## config.mk

```make
export PLATFORM = sky130hd
export DESIGN_NAME = alarm_bank
export DESIGN_NICKNAME = d
export VERILOG_FILES = /design/src/rtl/alarm_bank.sv
export SDC_FILE = /design/constraint.sdc
export NUM_CORES = 1
export LEC_CHECK = 0
export CORE_MARGIN = 2
export CORE_UTILIZATION = 35
export CTS_CLUSTER_DIAMETER = 50
export DETAILED_ROUTE_END_ITERATION = 8
export PLACE_DENSITY = 0.6
export SYNTH_ARGS = -nofsm -noshare
export SYNTH_HDL_FRONTEND = slang
export SYNTH_SLANG_ARGS = --single-unit
```

## constraint.sdc

```tcl
create_clock -name clk -period 2.8 [get_ports clk]
set_input_delay 0.28 -clock clk [delete_from_list [all_inputs] [get_ports clk]]
set_output_delay 0.28 -clock clk [all_outputs]
set_load 0.02 [all_outputs]
```

## src/rtl/alarm_bank.sv

```systemverilog
// Multi-slot alarm store with change-detect trigger and ring/snooze/dismiss FSM.
// Ports: clk, rst_n, tick_1hz, clock_time, slot write/toggle controls,
//        snooze/dismiss buttons; outputs slot times/enables, ring state, ring_id, snooze_left.
module alarm_bank #(
    parameter int NUM_ALARMS = 4,
    parameter int TIME_W     = 24,
    parameter int SNOOZE_SEC = 540,
    parameter int RING_SEC   = 60,
    parameter int MAX_SNOOZE = 3,
    localparam int SEL_W = (NUM_ALARMS > 1) ? $clog2(NUM_ALARMS) : 1,
    localparam int SNZ_W = (MAX_SNOOZE > 0) ? $clog2(MAX_SNOOZE + 1) : 1
) (
    input  logic                         clk,
    input  logic                         rst_n,
    input  logic                         tick_1hz,
    input  logic [TIME_W-1:0]            clock_time,
    input  logic                         load_alarm,
    input  logic [SEL_W-1:0]             load_sel,
    input  logic                         load_src,
    input  logic [TIME_W-1:0]            load_value,
    input  logic                         toggle_en,
    input  logic                         snooze,
    input  logic                         dismiss,
    output logic [NUM_ALARMS*TIME_W-1:0] alarm_times,
    output logic [NUM_ALARMS-1:0]        alarm_en,
    output logic                         ringing,
    output logic                         snoozed,
    output logic [SEL_W-1:0]             ring_id,
    output logic [SNZ_W-1:0]             snooze_left
);

    localparam int RC_W = $clog2(RING_SEC + 1);
    localparam int SC_W = $clog2(SNOOZE_SEC + 1);

    typedef enum logic [1:0] {
        IDLE    = 2'd0,
        RINGING = 2'd1,
        SNOOZED = 2'd2
    } state_t;

    state_t              state_q, state_d;
    logic [TIME_W-1:0]   times_q [NUM_ALARMS];
    logic [TIME_W-1:0]   times_d [NUM_ALARMS];
    logic [NUM_ALARMS-1:0] en_q, en_d;
    logic [TIME_W-1:0]   prev_q;
    logic [RC_W-1:0]     ring_cnt_q, ring_cnt_d;
    logic [SC_W-1:0]     snz_cnt_q, snz_cnt_d;
    logic [SNZ_W-1:0]    left_q, left_d;
    logic [SEL_W-1:0]    id_q, id_d;
    logic                sel_ok;
    logic                hit;
    logic [SEL_W-1:0]    hit_id;

    // Slot writes; a load overrides a same-cycle toggle.
    always_comb begin
        en_d    = en_q;
        times_d = times_q;
        sel_ok  = 32'(load_sel) < NUM_ALARMS;
        if (sel_ok) begin
            if (toggle_en)
                en_d[load_sel] = ~en_q[load_sel];
            if (load_alarm) begin
                en_d[load_sel]    = 1'b1;
                times_d[load_sel] = load_src ? load_value : clock_time;
            end
        end
    end

    // Fires only on the cycle clock_time arrives; lowest index wins.
    always_comb begin
        hit    = 1'b0;
        hit_id = '0;
        for (int i = NUM_ALARMS - 1; i >= 0; i--) begin
            if (en_q[i] && clock_time == times_q[i] &&
                clock_time != prev_q) begin
                hit    = 1'b1;
                hit_id = SEL_W'(i);
            end
        end
    end

    always_comb begin
        state_d    = state_q;
        ring_cnt_d = ring_cnt_q;
        snz_cnt_d  = snz_cnt_q;
        left_d     = left_q;
        id_d       = id_q;
        case (state_q)
            IDLE: begin
                if (hit) begin
                    state_d    = RINGING;
                    id_d       = hit_id;
                    ring_cnt_d = '0;
                    left_d     = SNZ_W'(MAX_SNOOZE);
                end
            end
            RINGING: begin
                // Losing the slot enable (next-cycle value) aborts the alarm.
                if (!en_d[id_q] || dismiss) begin
                    state_d = IDLE;
                end else if (snooze && left_q != '0) begin
                    state_d   = SNOOZED;
                    snz_cnt_d = SC_W'(SNOOZE_SEC);
                    left_d    = left_q - 1'b1;
                end else if (snooze) begin
                    state_d = IDLE;
                end else if (tick_1hz) begin
                    if (ring_cnt_q == RC_W'(RING_SEC - 1))
                        state_d = IDLE;
                    else
                        ring_cnt_d = ring_cnt_q + 1'b1;
                end
            end
            SNOOZED: begin
                if (!en_d[id_q] || dismiss) begin
                    state_d = IDLE;
                end else if (tick_1hz) begin
                    if (snz_cnt_q == SC_W'(1)) begin
                        state_d    = RINGING;
                        ring_cnt_d = '0;
                    end else begin
                        snz_cnt_d = snz_cnt_q - 1'b1;
                    end
                end
            end
            default: state_d = IDLE;
        endcase
    end

    always_ff @(posedge clk or negedge rst_n) begin
        if (!rst_n) begin
            state_q    <= IDLE;
            en_q       <= '0;
            prev_q     <= '0;
            ring_cnt_q <= '0;
            snz_cnt_q  <= '0;
            left_q     <= SNZ_W'(MAX_SNOOZE);
            id_q       <= '0;
            ringing    <= 1'b0;
            snoozed    <= 1'b0;
            for (int i = 0; i < NUM_ALARMS; i++)
                times_q[i] <= '0;
        end else begin
            state_q    <= state_d;
            en_q       <= en_d;
            prev_q     <= clock_time;
            ring_cnt_q <= ring_cnt_d;
            snz_cnt_q  <= snz_cnt_d;
            left_q     <= left_d;
            id_q       <= id_d;
            ringing    <= (state_d == RINGING);
            snoozed    <= (state_d == SNOOZED);
            for (int i = 0; i < NUM_ALARMS; i++)
                times_q[i] <= times_d[i];
        end
    end

    for (genvar g = 0; g < NUM_ALARMS; g++) begin : g_times
        assign alarm_times[g*TIME_W +: TIME_W] = times_q[g];
    end

    assign alarm_en    = en_q;
    assign ring_id     = id_q;
    assign snooze_left = left_q;

endmodule

```

# == After elaboration in Yosys (flattened, before gate mapping) ==
# Cells that the tools add are included.
# totals
ff_bits,148
wordCells,119
output_inout_bits,106
ram_bits,0
latch_bits,0
inputBits,58
rom_bits,0
memories,0
# classes
addsub,3
n_mul,0
n_mux,51
div,0
shifts,0
reduce_logical,22
n_lt_le_gt_ge,5
eq_ne,22
bitwise,3
# ops
operator,count
bitwise mux 96 bit,1
== test 24 bit,4
2-to-1 mux 6 bit,9
2-to-1 mux 10 bit,5
demux 24 bit (select 2 bit),1
2-to-1 mux 24 bit,2
2-to-1 mux 2 bit,16
!= test 24 bit,1
!= test 2 bit (second input constant),11
case mux 10 bit (2 select lines),1
case mux 6 bit (3 select lines),1
logical AND 1 bit,11
== test 10 x 1 -> 1 bit (second input constant),1
AND reduction 10 bit,1
subtractor 10 x 1 -> 10 bit (second input constant),1
2-to-1 mux 4 bit,2
2-to-1 mux 1 bit,7
adder 6 x 1 -> 6 bit (second input constant),1
== test 6 bit (second input constant),1
< comparator 2 x 3 -> 1 bit (second input constant),2
case mux 2 bit (3 select lines),1
AND reduction 6 bit,1
nonzero test 2 bit,3
binary-select mux 1 bit (select 2 bit),2
other kinds (18),20

# == Longest topological paths before layout ==
# Gate-level depths: netlist of run 1.
# logic_depth
word_depth,15
mapped_depth,9
depth_no_buf,8

# == Worst setup path after synthesis of run 1 ==
# OpenSTA, ideal clock, no wires.
# synth_timing
kind,flip-flop to flip-flop
start,register id_q[1] (netlist: ring_id[1])
end,register snz_cnt_q[3]
stages_incl_launch_ff,8
path_buffers,1
path_slack_ns,0.539
setup_ns,0.126
t_required_ns,2.674
synth_period_minus_slack_ns,2.261
arrival_time_ns,2.135
cell_sequence,dfrtp_1 > clkbuf_1 > and3b_1 > o211a_1 > o31ai_2 > or3_4 > o41a_1 > a311o_1
# synth_between
elab_chain_cells,6
word_cells_on_any_way,7
cone_classes,eq/ne (2); mux (2); reduce/logical (3)
# synth_rtl
item,line_no,text
start: declaration,49,"logic [SEL_W-1:0] id_q, id_d;"
start signal: assignment,150,id_q <= id_d;
binary-select mux 1 bit (select 2 bit) (*),"99, 115",
2-to-1 mux 1 bit (implied by the code) (*),"99, 115",
logical NOT 1 bit (*),"99, 115",
logical OR 1 bit (*),"99, 115",
!= test 2 bit (no line),n/a,
AND reduction 6 bit (no line) (*),n/a,
end signal: assignment,148,snz_cnt_q <= snz_cnt_d;
end: declaration,47,"logic [SC_W-1:0] snz_cnt_q, snz_cnt_d;"
# Every way passes the cells marked *; elsewhere a longest branch is shown, timed or not. The select of a mux whose other input is x is not followed.
# A chain may end at the register's enable or synchronous reset.

# == Worst setup path in the final report of run 1 ==
# layout_timing
start,input clock_time[5]
end,register ring_cnt_q[5]
# layout_between
elab_chain_cells,9
word_cells_on_any_way,19
cone_classes,eq/ne (6); mux (4); reduce/logical (9)
# layout_rtl
item,line_no,text
start: declaration,16,"input logic [TIME_W-1:0] clock_time,"
== test 24 bit,74,if (en_q[i] && clock_time == times_q[i] &&
logical AND 1 bit (2 in a row),74,
2-to-1 mux 1 bit (3 in a row),74,
2-to-1 mux 1 bit (*),74,
!= test 2 bit (no line) (*),n/a,
AND reduction 10 bit (no line) (*),n/a,
end signal: assignment,147,ring_cnt_q <= ring_cnt_d;
end: declaration,46,"logic [RC_W-1:0] ring_cnt_q, ring_cnt_d;"
# Every way passes the cells marked *; elsewhere a longest branch is shown, timed or not.

==> results of run 1 <==
==> registers in the layout, summed over array words and instances, names as in the netlist <==
register / flops
alarm_en: 4
alarm_times: 96
snoozed: 1
snz_cnt_q: 10
ring_id: 2
ringing: 1
snooze_left: 2
ring_cnt_q: 6
prev_q: 24
state_q: 2
==> path summary, 6_finish.rpt <==
check,cells after the start,startpoint,end
worst max-delay path,10,clock_time[5],ring_cnt_q[5]$_DFFE_PN0P_
worst min-delay path,1,clock_time[20],prev_q[20]$_DFF_PN0_
worst max register to register,9,prev_q[2]$_DFF_PN0_,ring_cnt_q[5]$_DFFE_PN0P_
worst min register to register,2,alarm_times[71]$_DFFE_PN0P_,alarm_times[71]$_DFFE_PN0P_
max in group asynchronous,3,rst_n,alarm_times[22]$_DFFE_PN0P_
min in group asynchronous,2,rst_n,alarm_en[1]$_DFF_PN0_
==> cells by family (layout without fill, tap and decap cells) <==
kind of cell / after synthesis / after routing / share of synthesized area (%)
AOI/OAI and AO/OA: 153 / 153 / 11.9
xor gates and xnor gates: 122 / 122 / 14.2
adders and majority gates: 4 / 4 / 0.666
buffers and inverters: 66 / 259 / 3.48
DFF: 148 / 148 / 49.3
muxes: 31 / 31 / 4.15
and+or+nand+nor: 246 / 246 / 16.3
==> per-layer routing <==
| metal | up-vias | wire [um] |
|---|---|---|
| met2 | 225 | 12000 |
| met4 | 0 | 744 |
| li1 | 3055 | - |
| met1 | 3131 | 10700 |
| met3 | 36 | 1410 |
| met5 | - | 0 |
==> stage by stage <==
stage          setup WS, ns  TNS, ns  cell area, um2
3_3_place_gp         0.0558        0            9670
4_1_cts               0.386        0           10300
3_5_place_dp        -0.0199  -0.0537            9670
5_1_grt               0.220        0           10300
6_report              0.392        0           10300
2_1_floorplan         0.539        0            7510
==> final cells by class <==
cell class	count	area (um2)
fillers	1951	10700
flip-flops and latches	148	3710
multi-input cells	556	3550
repair buffers	214	2040
clock buffers	19	443
well taps	275	344
clock inverters	13	173
inverters	13	48.8
==> repair_timing <==
action	in CTS	in global routing
hold buffers	1	0
endpoints found under the hold margin	61	0
setup buffers	0	0
resized for setup	0	0
==> report_power, final <==
| group | internal, mW | total, mW | switching (mW) |
|---|---|---|---|
| logic | 0.917 | 2.01 | 1.09 |
| clock network | 1.44 | 2.41 | 0.968 |
| registers | 2.42 | 2.77 | 0.348 |
| total | 4.78 | 7.19 | 2.41 |
==> cell usage after synthesis, drive strengths merged, types with 2 or more instances <==
library cell / n
a31oi: 6
buf: 12
nand4: 42
inv: 13
dfrtp: 146
nor4: 17
and3: 5
mux2i: 30
or2: 2
o211a: 3
xnor2: 98
nand2b: 4
nor3: 17
nand3: 15
nand2: 89
or3: 2
a21oi: 35
nor2: 35
o21bai: 2
nor2b: 7
o211ai: 8
nor3b: 2
a21o: 4
xor2: 24
o31ai: 7
a2bb2oi: 2
ha: 4
clkbuf: 41
o21ai: 76
nor4b: 3
dfstp: 2
==> cell usage in the layout, fill, tap and decap left out, drive strengths merged, types with 17 or more instances in the layout <==
master         instances
o21ai                 76
xor2                  24
nand2                 89
nor3                  17
a21oi                 35
mux2i                 30
nor2                  35
xnor2                 98
dfrtp                146
buf                   52
nand4                 42
inv                   18
nor4                  17
clkbuf                19
clkdlybuf4s50        161
==> flow_summary_export.csv, run 1 <==
group,metric,value,unit
clock_tree,cts_sinks,148,
setup_path,crit_buf_inv,4,
drt,drtAntennaViolNets,0,
timing,min_period_over_period,86.0,%
timing,finalMaxSlewViolations,0,
place,dp_cells,1205,
yosys,ys_warn_count,0,
clock_tree,numCtsBuffers,17,
setup_path,worst_ep_arrival_time,2.73,ns
place,detailed_place_hpwl,18900,um
grt,grt_pass1_wl,37700,um
yosys,synth_edf_count,0,
setup_path,worstPathRequired,3.12,ns
yosys,ys_seq_elements,148,
final_layout,fin_util,49.0,%
setup_path,r2r_slack,0.42,ns
grt,grt_pass1_vias,6471,
floorplan,die_area,22700,um2
floorplan,start_util,35.7,%
setup_path,slowest_stage,"clkdlybuf4s50_1",
timing,whs,0.412,ns
yosys,syn-instance-count,770,
yosys,synth.net_count,832,
floorplan,row_count,53,
drt,dr.pass1.iters,5,
clock_tree,clock_latency,0.43,ns
final_layout,drive_above_1_share,9.55,%
yosys,synthArstFlopShare,100,%
yosys,synth_area_leaders,"dfrtp_1 (49%), xnor2_1 (11%), o21ai_0 (5.0%)",
drt,route.detailed.drc,0,
grt,grt_max_degree,66,
floorplan,die_width,151,um
timing,period_needed,2.41,ns
grt,grt_use_met2,36.7,%
timing,hold_violations,0,
timing,rsz0062_at_grt,"false",
floorplan,io_pins,164,
grt,met1_usage,29.9,%
outcome,status,"finished, final reports clean",
pwr,power.static_leakage,4.24,nW
clock_tree,clock-root-buffer,"clkbuf_16",
setup_path,cpPeakStageDelay,0.55,ns
timing,setup_violations,0,
setup_path,crit_family,"buffers and inverters",
grt,antenna_found_initial,0,
drt,vias_per_cell,5.21,
final_layout,antennaDiodeCount,0,
pwr,peakVddDrop,0.452,mV
final_layout,fin_cells,1238,
yosys,synth_top_cell_area_share,48.6,%
setup_path,crit_chain,"clkdlybuf4s50_1 > xor2_1 > nor4_1 > buf_4 > nand4_1 > buf_4 > o211ai_1 > a41oi_1 > buf_4 > o31ai_1",
yosys,synthDistinctLibCells,54,
pwr,power.density,698,nW/um2
flow_run,max_cap_viol_count,0,
clock_tree,path_clk_slew,0.06,ns
hold_path,hp-class,"input pin to flip-flop",
grt,grt_busiest_layer,"met2",
setup_path,cpMostUsedCell,"buf_4",
setup_path,cp_max_fo,8,
clock_tree,htreeDepth,4,
clock_tree,cts_tree,"yes",
yosys,syn_area_per_cell,9.76,um2
timing,max_freq,415,MHz
pwr,finalPower,7.19,mW
drt,wl,24800,um
yosys,synth_seq_area_share,49.3,%
drt,first_iter_violations,452,
timing,slew_headroom,57.4,%
grt,grt_remaining_overflow,0,
grt,gr-usage-met3,4.58,%
drt,num_vias,6447,
floorplan,core_area,21000,um2
grt,track_usage,22.5,%
timing,worstMarginPinSlew,0.640,ns
timing,worst_clock_skew,0.0127,ns
setup_path,critPathLaunchType,"input pin",
setup_path,critPathKind,"input pin to flip-flop",
yosys,synth_ff_type,"dfrtp_1",
place,numPortBuffers,163,
yosys,netlist_area,7510,um2
floorplan,chipHeight,151,um
clock_tree,clk_path_buf_depth,2,
drt,wl_per_cell,20.1,um
final_layout,nets,1012,
setup_path,critPathCaptureType,"flip-flop",
place,place.gp.congestion,0.915,
final_layout,area_growth,37.1,%
yosys,synth_top_cell_by_area,"dfrtp_1",
Power figures use the tool's default switching activity.
==> run 2, diff against run 1 <==
--- a/config.mk
+++ b/config.mk
@@ -10,6 +10,7 @@
 export CTS_CLUSTER_DIAMETER = 50
 export DETAILED_ROUTE_END_ITERATION = 8
 export PLACE_DENSITY = 0.6
+export REMOVE_ABC_BUFFERS = 1
 export SYNTH_ARGS = -nofsm -noshare
 export SYNTH_HDL_FRONTEND = slang
 export SYNTH_SLANG_ARGS = --single-unit
==> flow_summary_export.csv, run 2 (same netlist as run 1, synthesis figures left out) <==
group,metric,value,unit
outcome,status,"finished, final reports clean",
drt,drtAntennaViolNets,0,
final_layout,fillers,1934,
grt,met1_usage,30.3,%
floorplan,start_util,35.7,%
timing,worst_clock_skew,0.0109,ns
setup_path,critPathCapture,"ring_cnt_q[4]$_DFFE_PN0P_",
final_layout,area_growth,37.2,%
flow_run,max_cap_viol_count,0,
setup_path,critPathKind,"input pin to flip-flop",
floorplan,core_area,21000,um2
grt,track_usage,21.9,%
setup_path,r2r_slack,0.45,ns
final_layout,nets,1006,
grt,grt_use_met2,33.9,%
final_layout,layout_commonest_cell,"clkdlybuf4s50_1",
clock_tree,cts_sinks,148,
setup_path,cpMostUsedCell,"buf_4",
setup_path,critPathLaunchType,"input pin",
place,place.gp.congestion,0.923,
drt,dr.pass1.iters,5,
drt,wl_per_cell,19.4,um
place,numPortBuffers,163,
clock_tree,numCtsBuffers,17,
timing,min_period_over_period,83.9,%
timing,slew_headroom,60.6,%
final_layout,fin_util,49.1,%
clock_tree,cts_tree,"yes",
hold_path,min_path_cells,1,
timing,setup_tns,0,ns
final_layout,final_cell_mix,"clkdlybuf4s50_1 (161), dfrtp_1 (146), xnor2_1 (98), nand2_1 (89), o21ai_0 (75)",
floorplan,io_pins,164,
final_layout,drive_above_1_share,8.69,%
timing,whs,0.394,ns
floorplan,die_width,151,um
hold_path,hp-class,"input pin to flip-flop",
timing,hold_violations,0,
clock_tree,clock_latency,0.42,ns
pwr,power.density,714,nW/um2
floorplan,die_area,22700,um2
setup_path,crit_chain,"clkdlybuf4s50_1 > buf_4 > xor2_1 > nor4_1 > nand2_1 > o211ai_1 > a41oi_1 > buf_4 > o31ai_1",
timing,worstMarginPinSlew,0.591,ns
setup_path,crit_family,"buffers and inverters",
drt,first_iter_violations,374,
pwr,peakVddDrop,0.426,mV
grt,grt_pass1_vias,6234,
clock_tree,htreeDepth,4,
grt,grt_remaining_overflow,0,
setup_path,cp_max_fo,8,
floorplan,row_count,53,
setup_path,cpPeakStageDelay,0.52,ns
timing,rsz0062_at_grt,"false",
final_layout,largest_register_ffs,96,
grt,gr-usage-met3,4.94,%
setup_path,critPathCaptureType,"flip-flop",
setup_path,crit_buf_inv,3,
setup_path,slowest_stage,"clkdlybuf4s50_1",
timing,max_freq,425,MHz
grt,grt_max_degree,60,
setup_path,timing.rr.start,"prev_q[3]$_DFF_PN0_",
clock_tree,clk_path_buf_depth,2,
setup_path,worst_ep_arrival_time,2.67,ns
drt,wl,23900,um
setup_path,crit_cells,9,
setup_path,r2r.worst_path.cells,9,
clock_tree,path_clk_slew,0.06,ns
clock_tree,clock-root-buffer,"clkbuf_16",
drt,route.detailed.drc,0,
grt,antenna_found_initial,0,
place,detailed_place_hpwl,17900,um
drt,vias_per_cell,5.18,
timing,period_needed,2.35,ns
setup_path,worstReg2RegEnd,"ring_cnt_q[4]$_DFFE_PN0P_",
setup_path,cp-startpoint,"clock_time[19]",
final_layout,antennaDiodeCount,0,
grt,grt_pass1_wl,36700,um
floorplan,chipHeight,151,um
timing,finalMaxSlewViolations,0,
grt,grt_busiest_layer,"met2",
drt,num_vias,6368,
setup_path,worstPathRequired,3.12,ns
timing,setup_violations,0,
pwr,power.static_leakage,4.25,nW
==> run 2: cell types whose count changed in the layout (fill, tap and decap cells not counted) <==
cell        delta
bufinv_16      +3
clkinvlp_4     -3
clkinv_4       +1
inv_8          -1
inv_6          -4
clkbuf_1       +1
clkbuf_8       +2
clkinv_2       -1
buf_4          -6
==> run 2: cell type report <==
type	instances	area, um2	share of cell area, %
clock inverters	8	198	1.92
repair buffers	208	1990	19.3
inverters	13	48.8	0.473
multi-input cells	556	3550	34.4
flip-flops and latches	148	3710	35.9
well taps	275	344	3.34
clock buffers	22	474	4.60
==> run 2: power breakdown <==
part | leakage (nW) | total [mW] | switching [mW] | internal [mW]
Sequential | 1.77 | 2.75 | 0.331 | 2.42
Clock | 0.326 | 2.60 | 0.862 | 1.74
Combinational | 2.15 | 2.01 | 1.09 | 0.920
==> run 2: what timing repair did <==
action,in CTS,in global routing
buffers inserted,0,0
resized for setup,0,0
hold buffers,1,0
endpoints found under the hold margin,55,0
==> run 2: worst min path at each step <==
stage	from	to
final	clock_time[5]	prev_q[5]$_DFF_PN0_
after global routing	clock_time[5]	prev_q[5]$_DFF_PN0_
after detailed placement	rst_n	alarm_en[2]$_DFF_PN0_
after CTS	clock_time[5]	prev_q[5]$_DFF_PN0_
after global placement	rst_n	alarm_en[2]$_DFF_PN0_
after floorplan	rst_n	alarm_en[0]$_DFF_PN0_
==> run 2: routing by layer <==
metal | wire length (um) | vias to the layer above
met5 | 0 | -
met4 | 582 | 0
met3 | 1450 | 31
met2 | 11100 | 228
met1 | 10700 | 3078
li1 | - | 3031
==> run 2: worst register-to-register path: cells and delay by family (launching register included) <==
kind | cells | cell delay, ns
AO/OA/AOI/OAI | 3 | 0.66
XOR/XNOR | 1 | 0.15
flip-flops | 1 | 0.38
buffers and inverters | 3 | 0.57
AND/OR/NAND/NOR | 2 | 0.47
==> run 2: per-stage QoR <==
step           area, um2  power (mW)  setup slack, ns  cells
6_report           10300        7.37            0.450   1230
5_1_grt            10300        7.69            0.226   1230
4_1_cts            10300        7.42            0.430   1230
3_5_place_dp        9630        4.80          -0.0294   1199
3_3_place_gp        9630        4.79           0.0872   1199
2_1_floorplan       7300        3.67            0.299    717
